### config.mk
export PLATFORM = sky130hd
export DESIGN_NAME = mfb_frame_mask_gen
export DESIGN_NICKNAME = d
export VERILOG_FILES = /design/src/rtl/mfb_frame_mask_gen.sv
export SDC_FILE = /design/constraint.sdc
export NUM_CORES = 1
export LEC_CHECK = 0
export BUFFER_PORTS_ARGS = -buffer_cell sky130_fd_sc_hd__clkbuf_2
export CELL_PAD_IN_SITES_DETAIL_PLACEMENT = 2
export CELL_PAD_IN_SITES_GLOBAL_PLACEMENT = 2
export CORE_MARGIN = 2
export CORE_UTILIZATION = 24
export CTS_CLUSTER_DIAMETER = 150
export CTS_CLUSTER_SIZE = 16
export DETAILED_ROUTE_END_ITERATION = 12
export PLACE_DENSITY = 0.85
export SLEW_MARGIN = 15
export SYNTH_ARGS = -nofsm -noshare
export SYNTH_HDL_FRONTEND = slang
export SYNTH_SLANG_ARGS = --single-unit
### constraint.sdc
create_clock -name CLK -period 6.6 [get_ports CLK]
set_input_delay 0.33 -clock CLK [delete_from_list [all_inputs] [get_ports CLK]]
set_output_delay 0.33 -clock CLK [all_outputs]
set_load 0.02 [all_outputs]
### src/rtl/mfb_frame_mask_gen.sv
// mfb_frame_mask_gen: credit-based per-region pass/drop mask generator for the
// MFB frame masker. It watches the same MFB word the masker sees and decides,
// per frame, whether the frame passes (mask=1) or is dropped (mask=0).
// Each passed frame consumes one credit, and the downstream buffer returns
// credits as it drains frames.
// Optional statistics counters are enabled by defining MFB_MASK_GEN_STATS_EN.
module mfb_frame_mask_gen #(
   parameter int REGIONS     = 4,
   parameter int REGION_SIZE = 8,
   parameter int BLOCK_SIZE  = 8,
   parameter int MAX_CREDITS = 64,
   parameter int RET_WIDTH   = 4
) (
   input  logic                                              CLK,
   input  logic                                              RESET_N,
   input  logic [REGIONS-1:0]                                RX_SOF,
   input  logic [REGIONS-1:0]                                RX_EOF,
   input  logic [REGIONS*$clog2(REGION_SIZE)-1:0]            RX_SOF_POS,
   input  logic [REGIONS*$clog2(REGION_SIZE*BLOCK_SIZE)-1:0] RX_EOF_POS,
   input  logic                                              RX_SRC_RDY,
   input  logic                                              RX_DST_RDY,
   input  logic                                              RET_VLD,
   input  logic [RET_WIDTH-1:0]                              RET_CNT,
   output logic [REGIONS-1:0]                                TX_MASK,
   output logic [$clog2(MAX_CREDITS+1)-1:0]                  CREDITS,
   output logic                                              RET_OVF
`ifdef MFB_MASK_GEN_STATS_EN
   ,
   input  logic                                              STAT_CLR,
   output logic [31:0]                                       STAT_PASS,
   output logic [31:0]                                       STAT_DROP
`endif
);

   localparam int SPW = $clog2(REGION_SIZE);
   localparam int EPW = $clog2(REGION_SIZE*BLOCK_SIZE);
   localparam int CW  = $clog2(MAX_CREDITS+1);
   localparam int GW  = $clog2(REGIONS+1);
   localparam int SW  = ((CW > RET_WIDTH) ? CW : RET_WIDTH) + 1;

   logic [CW-1:0]      credits;
   logic               ret_ovf;
   logic               in_prog;
   logic               prog_dec;
   logic               xfer;
   logic [REGIONS-1:0] mask;
   logic [GW-1:0]      grants;
   logic               run;
   logic               dec;
   logic [SPW-1:0]     sof_pos;
   logic [EPW-1:0]     eof_pos;
   logic               eof_first;
   logic [SW-1:0]      cred_sum;

   // Clamp the widened credit sum back into the counter range.
   function automatic logic [CW-1:0] clamp_credits(input logic [SW-1:0] v);
      if (v > SW'(MAX_CREDITS))
         return CW'(MAX_CREDITS);
      return v[CW-1:0];
   endfunction

   assign xfer = RX_SRC_RDY & RX_DST_RDY;

   // Walk the regions from 0 upward: new frames take credits in order, and the
   // frame state carries from region to region and out to the next word.
   always_comb begin
      mask      = '0;
      grants    = '0;
      run       = in_prog;
      dec       = prog_dec;
      sof_pos   = '0;
      eof_pos   = '0;
      eof_first = 1'b0;
      for (int i = 0; i < REGIONS; i++) begin
         sof_pos   = RX_SOF_POS[i*SPW +: SPW];
         eof_pos   = RX_EOF_POS[i*EPW +: EPW];
         // An EOF that lies before the SOF block closes the previous frame.
         eof_first = RX_EOF[i] && (int'(eof_pos) < int'(sof_pos) * BLOCK_SIZE);
         if (RX_SOF[i]) begin
            // Credits returned this cycle are not visible here.
            dec = (int'(credits) > int'(grants));
            if (dec)
               grants = grants + GW'(1);
            mask[i] = dec;
            run     = !RX_EOF[i] || eof_first;
         end else begin
            mask[i] = run & dec;
            if (RX_EOF[i])
               run = 1'b0;
         end
      end
   end

   // Net credit change for this cycle, one bit wider than either operand.
   always_comb begin
      cred_sum = SW'(credits) - (xfer ? SW'(grants) : '0) + (RET_VLD ? SW'(RET_CNT) : '0);
   end

   // Credit counter and sticky overflow; returns apply every cycle.
   always_ff @(posedge CLK or negedge RESET_N) begin
      if (!RESET_N) begin
         credits <= CW'(MAX_CREDITS);
         ret_ovf <= 1'b0;
      end else begin
         credits <= clamp_credits(cred_sum);
         if (cred_sum > SW'(MAX_CREDITS))
            ret_ovf <= 1'b1;
      end
   end

   // Frame-in-progress state after the highest region, kept on transfers only.
   always_ff @(posedge CLK or negedge RESET_N) begin
      if (!RESET_N) begin
         in_prog  <= 1'b0;
         prog_dec <= 1'b0;
      end else if (xfer) begin
         in_prog  <= run;
         prog_dec <= dec;
      end
   end

   assign TX_MASK = mask;
   assign CREDITS = credits;
   assign RET_OVF = ret_ovf;

`ifdef MFB_MASK_GEN_STATS_EN
   logic [GW-1:0] drops;
   logic [31:0]   stat_pass;
   logic [31:0]   stat_drop;

   assign drops = GW'($countones(RX_SOF)) - grants;

   // Saturating accumulate for the 32-bit frame counters.
   function automatic logic [31:0] sat_add(input logic [31:0] acc, input logic [GW-1:0] inc);
      logic [32:0] s;
      s = {1'b0, acc} + 33'(inc);
      return s[32] ? '1 : s[31:0];
   endfunction

   // Pass/drop counters; a clear coinciding with a transfer loads that word's count.
   always_ff @(posedge CLK or negedge RESET_N) begin
      if (!RESET_N) begin
         stat_pass <= '0;
         stat_drop <= '0;
      end else if (STAT_CLR) begin
         stat_pass <= xfer ? 32'(grants) : '0;
         stat_drop <= xfer ? 32'(drops) : '0;
      end else if (xfer) begin
         stat_pass <= sat_add(stat_pass, grants);
         stat_drop <= sat_add(stat_drop, drops);
      end
   end

   assign STAT_PASS = stat_pass;
   assign STAT_DROP = stat_drop;
`endif

endmodule
==> flow_metrics.py, run 1 <==
metrics = {
    "setup_path": {
        "critPathCaptureType": "flip-flop",
        "required_ns": 6.72,
        "crit_path_start_kind": "flip-flop",
        "r2r-start": "CREDITS[5]",
        "critPathMaxStageDelay_ns": 0.49,
        "crit-reg2reg-capture": "RET_OVF",
        "critPathArrivalTime_ns": 6.84,
        "crit_fanout": 3,
        "path_common_cell": "ha_4",
        "cp_slowest_cell": "fa_1",
        "ff2ff_path_depth": 30,
        "critPathKind": "reg2reg",
        "r2r_setup_slack_ns": -0.12,
    },
    "logic_synthesis": {
        "ys_seq_area_frac": 0.1648,
        "syn_avg_cell_area_sq_um": 7.950,
        "ys_seq_elements": 10,
        "synth_top_area_frac": 0.2213,
        "yosys-top-cells-area": "ha_1 (22%), dfrtp_1 (15%), inv_1 (9.8%), fa_1 (3.9%), a21oi_1 (3.6%)",
        "syn-instance-count": 192,
        "netlist_area_sq_um": 1526,
        "synth_edf_count": 0,
        "synth_cell_type_count": 45,
        "yosysWarnings": 0,
        "async_flop_share": 1.000,
        "ys.flop_type": "dfrtp_1",
        "syn-num-nets": 275,
        "yosysTopAreaCell": "ha_1",
    },
    "flow_run": {
        "max_cap_violations": 0,
    },
    "timing": {
        "setup_viol": 3,
        "post-route-min-period_ns": 6.718,
        "worst_slew_pin_slew_ns": 0.5631,
        "fmax_mhz": 148.9,
        "slew_headroom": 0.6221,
        "hold_viol": 0,
        "tns_ns": -0.2123,
        "slew_viol_final": 0,
        "fin_skew_ns": 0.01333,
        "whs_ns": 0.3667,
        "setup_slack_ns": -0.1176,
        "post-route-period-util": 1.018,
        "rsz0062_at_grt": "yes",
    },
    "global_routing": {
        "grt_max_degree": 11,
        "antenna_found_initial": 0,
        "grt_overflow": 0,
        "gr-usage-all-layers": 0.1696,
        "grt_pass1_vias": 1989,
        "grt_pass1_wl_mm": 9.625,
    },
    "pwr": {
        "p_leak_nw": 1.311,
        "p_sw_mw": 0.5902,
        "switching_share": 0.4781,
        "internal-power_mw": 0.6442,
        "p_per_area_nw_per_um2": 471.1,
        "clockPowerShare": 0.068,
        "power_frac_comb": 0.850,
        "vdd_drop_max_uv": 247.7,
        "p_seq_frac": 0.082,
    },
    "final_layout": {
        "final_cell_mix": "clkbuf_2 (52), buf_4 (36), inv_1 (35), ha_1 (21), nand2_1 (11)",
        "final_common_cell": "clkbuf_2",
        "final_nets": 373,
        "fin_util": 0.4198,
        "layout-drive-gt1-share": 0.5052,
        "finalNonFillerCells": 366,
        "diodes": 0,
        "area_growth_pct": 71.64,
    },
    "cts": {
        "clock_path_buffers": 2,
        "cts_sinks": 10,
        "numCtsBuffers": 3,
        "cts.clk_slew.worst_paths_ns": 0.06,
        "cts_tree": "yes",
        "htreeDepth": 1,
        "clock_latency_ns": 0.25,
        "cts-root-buf": "clkbuf_8",
    },
    "outcome": {
        "outcome": "finished, violations left",
        "violations": "setup timing",
    },
    "placed_design": {
        "placed_cells": 341,
        "gp_congestion": 0.8046,
        "portBuffers": 52,
        "dp_hpwl_mm": 4.503,
    },
    "detailed_routing": {
        "drt_iter0_drc": 55,
        "top_layer": "met4",
        "wl_met1_mm": 2.519,
        "avgRoutedWirePerCell_microns": 19.05,
        "viasPerCell": 5.025,
        "drtPass1Iterations": 4,
        "drc": 0,
        "dr_total_vias": 1839,
        "finalWirelength_mm": 6.974,
        "ant_nets": 0,
        "met3_length_microns": 325,
        "wl_met2_mm": 4.048,
    },
    "min_path": {
        "hold_class": "in2reg",
        "holdPathStages": 3,
        "hold_end": "in_prog",
        "min-delay-start": "RX_EOF[3]",
    },
    "floorplan": {
        "initial_core_util": 0.2446,
        "ioPinCount": 65,
        "dieWidth_microns": 83.75,
        "core_area_sq_um": 6241,
        "die_area_sq_um": 7014,
        "rows": 29,
        "die_h_microns": 83.75,
    },
}
## metrics by stage
step	worst slack [ns]	power, mW	cell area, sq um
after CTS	0.0001985	0.9528	2287
after detailed placement	-0.3520	0.7578	2047
after global placement	-0.009166	0.7117	2047
after floorplan	0.02584	0.5171	1540
final	-0.1176	1.234	2620
after global routing	-0.3819	1.329	2620
## power by group through the flow
stage	Combinational, mW	Clock [mW]	Sequential, mW
CTS	0.770	0.0827	0.100
floorplan	0.403	0	0.115
finish	1.05	0.0843	0.101
detailed placement	0.660	0	0.0980
global placement	0.615	0	0.0966
global route	1.14	0.0878	0.103
## logic make-up after synthesis
| group | count (synthesis) | synth area share |
|---|---|---|
| AO/OA/AOI/OAI | 49 | 0.2164 |
| flip-flops | 10 | 0.1648 |
| multiplexers | 4 | 0.02705 |
| XOR/XNOR | 6 | 0.03443 |
| adder cells (fa/ha/maj) | 30 | 0.2607 |
| buffers and inverters | 40 | 0.09836 |
| AND/OR/NAND/NOR | 53 | 0.1984 |
## worst max-delay path, delay by kind of cell, from the launching register on
kind	cells	cell delay, ns
AO/OA/AOI/OAI	5	1.17
XOR/XNOR	2	0.30
adder cells (fa/ha/maj)	7	1.82
buffers and inverters	4	0.35
flip-flops	1	0.39
multiplexers	2	0.50
AND/OR/NAND/NOR	10	2.03
## synth_stat cells (all sizes together) (4+ instances only)
| cell type | n |
|---|---|
| nor2 | 9 |
| a31oi | 6 |
| dfrtp | 9 |
| nor3 | 5 |
| xnor2 | 5 |
| a21o | 4 |
| nand2 | 12 |
| ha | 27 |
| a21oi | 11 |
| inv | 40 |
| nand2b | 6 |
| o21ai | 7 |
## cell type report
type,instances,area [sq um]
flip-flops and latches,10,251.5
well taps,77,96.34
clock buffers,4,55.05
fillers,697,3621
multi-input cells,142,1481
repair buffers,93,585.6
inverters,40,150.1
## flip-flops by register name, summed over array words and instances (netlist names)
name	cells
RET_OVF	1
prog_dec	1
in_prog	1
CREDITS	7
## layer usage
layer / global-route usage / vias up
li1: - / 858
met3: 0.03264 / 10
met4: 0.01906 / 0
met2: 0.3418 / 52
met1: 0.1859 / 919
met5: 0 / -
## worst max path at each step
stage,startpoint,slack [ns],to,cells after the start
6_report,CREDITS[5],-0.12,RET_OVF,30
5_1_grt,CREDITS[5],-0.38,RET_OVF,30
4_1_cts,CREDITS[5],0.0002,RET_OVF,33
3_5_place_dp,CREDITS[5],-0.35,RET_OVF,32
3_3_place_gp,CREDITS[5],-0.009,RET_OVF,31
2_1_floorplan,CREDITS[4],0.03,CREDITS[6],31
## what timing repair did
| item | CTS | global route |
|---|---|---|
| endpoints found under the setup margin | 8 | 8 |
| hold buffers | 1 | 0 |
| pin swaps | 11 | 33 |
| endpoints found under the hold margin | 9 | 0 |
| buffers inserted | 8 | 12 |
| resized for setup | 28 | 39 |
(Power assumes the default switching activity.)
==> run 2, diff against run 1 <==
--- a/config.mk
+++ b/config.mk
@@ -10,6 +10,7 @@
 export CELL_PAD_IN_SITES_GLOBAL_PLACEMENT = 2
 export CORE_MARGIN = 2
 export CORE_UTILIZATION = 24
+export CTS_BUF_LIST = sky130_fd_sc_hd__clkbuf_4 sky130_fd_sc_hd__clkbuf_8
 export CTS_CLUSTER_DIAMETER = 150
 export CTS_CLUSTER_SIZE = 16
 export DETAILED_ROUTE_END_ITERATION = 12
==> constraint.sdc (replaced) <==
create_clock -name CLK -period 6.6 [get_ports CLK]
set_input_delay 0.33 -clock CLK [delete_from_list [all_inputs] [get_ports CLK]]
set_output_delay 0.33 -clock CLK [all_outputs]
set_load 0.1 [all_outputs]
==> flow_metrics.py, run 2 (synthesis gave the netlist of run 1 again) <==
metrics = {
    "global_routing": {
        "grt_pass1_wl_mm": 10.52,
        "grt_max_degree": 11,
        "grt_pass1_vias": 2124,
        "grt_overflow": 0,
        "antenna_found_initial": 0,
        "gr-usage-all-layers": 0.1877,
    },
    "detailed_routing": {
        "drc": 0,
        "avgRoutedWirePerCell_microns": 18.69,
        "viasPerCell": 5.046,
        "drt_iter0_drc": 42,
        "finalWirelength_mm": 6.895,
        "drtPass1Iterations": 4,
        "dr_total_vias": 1862,
        "ant_nets": 0,
    },
    "setup_path": {
        "crit_fanout": 4,
        "critPathCaptureType": "flip-flop",
        "required_ns": 6.76,
        "cp_slowest_cell": "dfrtp_4",
        "critPathArrivalTime_ns": 6.88,
        "crit_path_start_kind": "flip-flop",
        "critPathKind": "reg2reg",
        "cpLargestDelayFamily": "adder cells",
        "critPathMaxStageDelay_ns": 0.48,
        "cp_num_buf_inv": 6,
    },
    "timing": {
        "worst_slew_pin_slew_ns": 0.5938,
        "fmax_mhz": 148.8,
        "post-route-period-util": 1.018,
        "slew_viol_final": 0,
        "post-route-min-period_ns": 6.721,
        "hold_viol": 0,
        "slew_headroom": 0.6015,
        "rsz0062_at_grt": "yes",
        "tns_ns": -0.5102,
        "setup_slack_ns": -0.1210,
        "fin_skew_ns": 0.0009132,
        "setup_viol": 7,
    },
    "cts": {
        "clock_path_buffers": 2,
        "cts_sinks": 10,
        "numCtsBuffers": 3,
        "cts-root-buf": "clkbuf_8",
        "cts.clk_slew.worst_paths_ns": 0.05,
        "cts_tree": "yes",
        "clock_latency_ns": 0.24,
        "htreeDepth": 1,
    },
    "floorplan": {
        "initial_core_util": 0.2446,
        "dieWidth_microns": 83.75,
        "ioPinCount": 65,
        "rows": 29,
        "die_area_sq_um": 7014,
        "core_area_sq_um": 6241,
        "die_h_microns": 83.75,
    },
    "min_path": {
        "hold_class": "in2reg",
    },
    "placed_design": {
        "dp_hpwl_mm": 4.497,
        "portBuffers": 52,
        "gp_congestion": 0.8205,
        "pre_cts_ws_ns": -0.2383,
    },
    "final_layout": {
        "largest_reg_flops": 7,
        "fin_util": 0.4188,
        "final_cell_mix": "clkbuf_2 (52), buf_4 (41), inv_1 (35), ha_1 (21), nand2_1 (10)",
        "final_nets": 376,
        "final_common_cell": "clkbuf_2",
        "layout-drive-gt1-share": 0.5411,
        "diodes": 0,
        "area_growth_pct": 71.23,
    },
    "pwr": {
        "switching_share": 0.5247,
        "p_seq_frac": 0.080,
        "clockPowerShare": 0.056,
        "p_per_area_nw_per_um2": 527.9,
        "power_frac_comb": 0.863,
        "power.total_mw": 1.380,
        "p_sw_mw": 0.7239,
        "internal-power_mw": 0.6558,
        "p_leak_nw": 1.309,
        "vdd_drop_max_uv": 276.2,
    },
    "outcome": {
        "violations": "setup timing",
        "outcome": "finished, violations left",
    },
    "flow_run": {
        "max_cap_violations": 0,
    },
}
[run 2: power by group through the flow]
stage / Clock, mW / Sequential [mW] / Combinational (mW)
floorplan: 0 / 0.196 / 0.470
global placement: 0 / 0.105 / 0.752
detailed placement: 0 / 0.106 / 0.796
CTS: 0.0804 / 0.105 / 0.980
global route: 0.0838 / 0.113 / 1.28
finish: 0.0778 / 0.111 / 1.19
[run 2: repair_timing]
| action | in CTS | in global routing |
|---|---|---|
| resized for setup | 23 | 32 |
| buffers inserted | 15 | 9 |
| endpoints found under the hold margin | 9 | 0 |
| pin swaps | 16 | 36 |
| hold buffers | 1 | 0 |
| endpoints found under the setup margin | 8 | 8 |
[run 2: area by class of cell]
cell class	count	area [sq um]
Tap cell	77	96.34
Inverter	40	155.1
Timing Repair Buffer	96	600.6
Sequential cell	10	262.8
Fill cell	714	3627
Multi-Input combinational cell	142	1444
Clock buffer	4	55.05
[run 2: routing by layer]
metal  track usage  routed length, microns  up-vias
li1              -                       -      868
met1        0.1802                    2350      916
met2        0.4036                    3972       50
met3       0.02868                     244       28
met4       0.04252                     328        0
met5             0                       0        -
[run 2: through the flow]
step,hold WS [ns],instance area (sq um),cells
floorplan,0.03441,1585,192
global placement,0.2085,2085,340
detailed placement,0.2143,2085,340
CTS,0.4139,2381,360
global route,0.4049,2614,369
finish,0.4116,2614,369
[run 2: worst reg2reg max path, delay by kind of cell, from the launching register on]
| kind | cells | cell delay (ns) |
|---|---|---|
| adders and majority gates | 8 | 1.96 |
| AOI/OAI and AO/OA | 10 | 1.60 |
| and+or+nand+nor | 7 | 1.35 |
| buffers and inverters | 6 | 0.67 |
| DFF | 1 | 0.48 |
| muxes | 2 | 0.33 |
| xor gates and xnor gates | 2 | 0.26 |
[run 2: path summary, 6_finish.rpt]
check	startpoint	end	slack [ns]	depth (start not counted)
worst max-delay path	CREDITS[5]	CREDITS[5]	-0.12	35
min in group asynchronous	RESET_N	CREDITS[4]	0.50	2
worst min-delay path	RX_EOF[3]	in_prog	0.41	3
worst min register to register	RET_OVF	RET_OVF	0.46	1
worst max register to register	CREDITS[5]	CREDITS[5]	-0.12	35
max in group asynchronous	RESET_N	CREDITS[6]	5.83	2
==> run 3, diff against run 2 <==
--- a/config.mk
+++ b/config.mk
@@ -10,7 +10,7 @@
 export CELL_PAD_IN_SITES_GLOBAL_PLACEMENT = 2
 export CORE_MARGIN = 2
 export CORE_UTILIZATION = 24
-export CTS_BUF_LIST = sky130_fd_sc_hd__clkbuf_4 sky130_fd_sc_hd__clkbuf_8
+export CTS_BUF_LIST = sky130_fd_sc_hd__clkbuf_16
 export CTS_CLUSTER_DIAMETER = 150
 export CTS_CLUSTER_SIZE = 16
 export DETAILED_ROUTE_END_ITERATION = 12
==> flow_metrics.py, run 3 (synthesis gave the netlist of run 1 again) <==
metrics = {
    "pwr": {
        "p_seq_frac": 0.082,
        "power_frac_comb": 0.837,
        "clockPowerShare": 0.082,
        "p_leak_nw": 1.259,
        "p_sw_mw": 0.7028,
        "switching_share": 0.5286,
        "vdd_drop_max_uv": 261.5,
        "internal-power_mw": 0.6269,
        "p_per_area_nw_per_um2": 523.3,
    },
    "timing": {
        "slew_viol_final": 0,
        "fmax_mhz": 148.7,
        "rsz0062_at_grt": "yes",
        "fin_skew_ns": 0.003874,
        "worst_slew_pin_slew_ns": 0.6010,
        "setup_slack_ns": -0.1266,
        "post-route-period-util": 1.019,
        "hold_viol": 0,
        "setup_viol": 4,
        "post-route-min-period_ns": 6.727,
        "slew_headroom": 0.5966,
    },
    "detailed_routing": {
        "dr_total_vias": 1766,
        "finalWirelength_mm": 6.611,
        "drtPass1Iterations": 4,
        "avgRoutedWirePerCell_microns": 18.57,
        "viasPerCell": 4.961,
        "drt_iter0_drc": 45,
        "drc": 0,
        "ant_nets": 0,
    },
    "global_routing": {
        "grt_pass1_wl_mm": 9.356,
        "grt_max_degree": 11,
        "grt_overflow": 0,
        "gr-usage-all-layers": 0.1634,
        "antenna_found_initial": 0,
        "grt_pass1_vias": 1973,
    },
    "setup_path": {
        "ff2ff_path_depth": 32,
        "path_common_cell": "ha_1",
        "critPathMaxStageDelay_ns": 0.50,
        "crit_fanout": 4,
        "cp_slowest_cell": "fa_1",
        "crit_path_start_kind": "flip-flop",
        "critPathKind": "reg2reg",
        "critPathArrivalTime_ns": 6.85,
        "r2r-start": "CREDITS[5]",
        "cp_num_buf_inv": 5,
        "critPathCaptureType": "flip-flop",
        "cpLargestDelayFamily": "adder cells",
        "r2r_setup_slack_ns": -0.13,
        "crit-reg2reg-capture": "CREDITS[1]",
        "required_ns": 6.73,
    },
    "cts": {
        "cts_tree": "yes",
        "clock_latency_ns": 0.24,
        "numCtsBuffers": 3,
        "cts_sinks": 10,
        "htreeDepth": 1,
        "clock_path_buffers": 2,
        "cts-root-buf": "clkbuf_16",
        "cts.clk_slew.worst_paths_ns": 0.04,
    },
    "final_layout": {
        "largest_reg_flops": 7,
        "fin_util": 0.4072,
        "num-fill-cells": 731,
        "layout-drive-gt1-share": 0.5018,
        "area_growth_pct": 66.48,
        "final_nets": 363,
        "diodes": 0,
        "final_common_cell": "clkbuf_2",
        "final_cell_mix": "clkbuf_2 (52), inv_1 (36), buf_4 (29), ha_1 (21), nand2_1 (11)",
    },
    "outcome": {
        "outcome": "finished, violations left",
        "violations": "setup timing",
    },
    "floorplan": {
        "core_area_sq_um": 6241,
        "rows": 29,
        "ioPinCount": 65,
        "dieWidth_microns": 83.75,
        "initial_core_util": 0.2446,
        "die_h_microns": 83.75,
        "die_area_sq_um": 7014,
    },
    "min_path": {
        "holdPathStages": 3,
        "hold_class": "in2reg",
        "min-delay-start": "RX_EOF[3]",
        "hold_end": "in_prog",
    },
    "placed_design": {
        "pre_cts_ws_ns": -0.2383,
        "portBuffers": 52,
        "dp_hpwl_mm": 4.497,
        "gp_congestion": 0.8205,
    },
    "flow_run": {
        "max_cap_violations": 0,
    },
}
## run 3: changes by cell type in the layout (fill, tap and decap cells not counted), sizes merged
cell	delta
buf	-13
clkbuf	-1
clkinv	+1
## run 3: routing by layer
layer,vias to the layer above,GRT usage,share of wire
met4,0,0.02786,0.016
met3,11,0.02572,0.031
met2,34,0.3375,0.59
met5,-,0,0
met1,883,0.1719,0.36
li1,838,-,-
## run 3: through the flow
step	hold WS (ns)	total power, mW	instance area [sq um]	TNS, ns	instances
2_1_floorplan	0.03441	0.6653	1585	0	192
3_3_place_gp	0.2085	0.8569	2085	-0.01935	340
3_5_place_dp	0.2143	0.9017	2085	-1.522	340
4_1_cts	0.4396	1.104	2301	0	351
5_1_grt	0.4649	1.415	2541	-2.700	356
6_report	0.4594	1.330	2541	-0.3171	356
## run 3: worst min-delay path, cell delays in order
cell and delay [ns]:
clkbuf_2 0.09, a21o_1 0.11, o21ai_0 0.10
## run 3: area by class of cell
type | instances | area [sq um] | area share
sequential | 10 | 262.8 | 0.1034
timing repair buffer | 83 | 499.2 | 0.1965
multi-input combinational | 142 | 1449 | 0.5702
clock inverter | 1 | 3.754 | 0.001477
tap | 77 | 96.34 | 0.03791
clock buffer | 3 | 75.07 | 0.02954
inverter | 40 | 155.1 | 0.06105
## run 3: worst max-delay path by stage
| stage | start | end | slack [ns] | cells past startpoint |
|---|---|---|---|---|
| 2_1_floorplan | CREDITS[5] | RET_OVF | 0.003 | 30 |
| 3_3_place_gp | CREDITS[4] | RET_OVF | -0.02 | 30 |
| 3_5_place_dp | CREDITS[5] | CREDITS[0] | -0.24 | 31 |
| 4_1_cts | CREDITS[4] | RET_OVF | 0.03 | 31 |
| 5_1_grt | CREDITS[5] | CREDITS[1] | -0.41 | 32 |
| 6_report | CREDITS[5] | CREDITS[1] | -0.13 | 32 |
## run 3: power by group through the flow
stage | Sequential, mW | Clock (mW) | Combinational (mW)
after floorplan | 0.196 | 0 | 0.470
after CTS | 0.105 | 0.109 | 0.889
after global placement | 0.105 | 0 | 0.752
after detailed placement | 0.106 | 0 | 0.796
final | 0.109 | 0.108 | 1.11
after global routing | 0.111 | 0.114 | 1.19
## run 3: timing repair
action	4_1_cts	5_1_grt
hold buffers	1	0
pin swaps	9	28
endpoints found under the setup margin	8	8
setup buffers	6	5
hold endpoints to repair	9	0
resized for setup	17	35
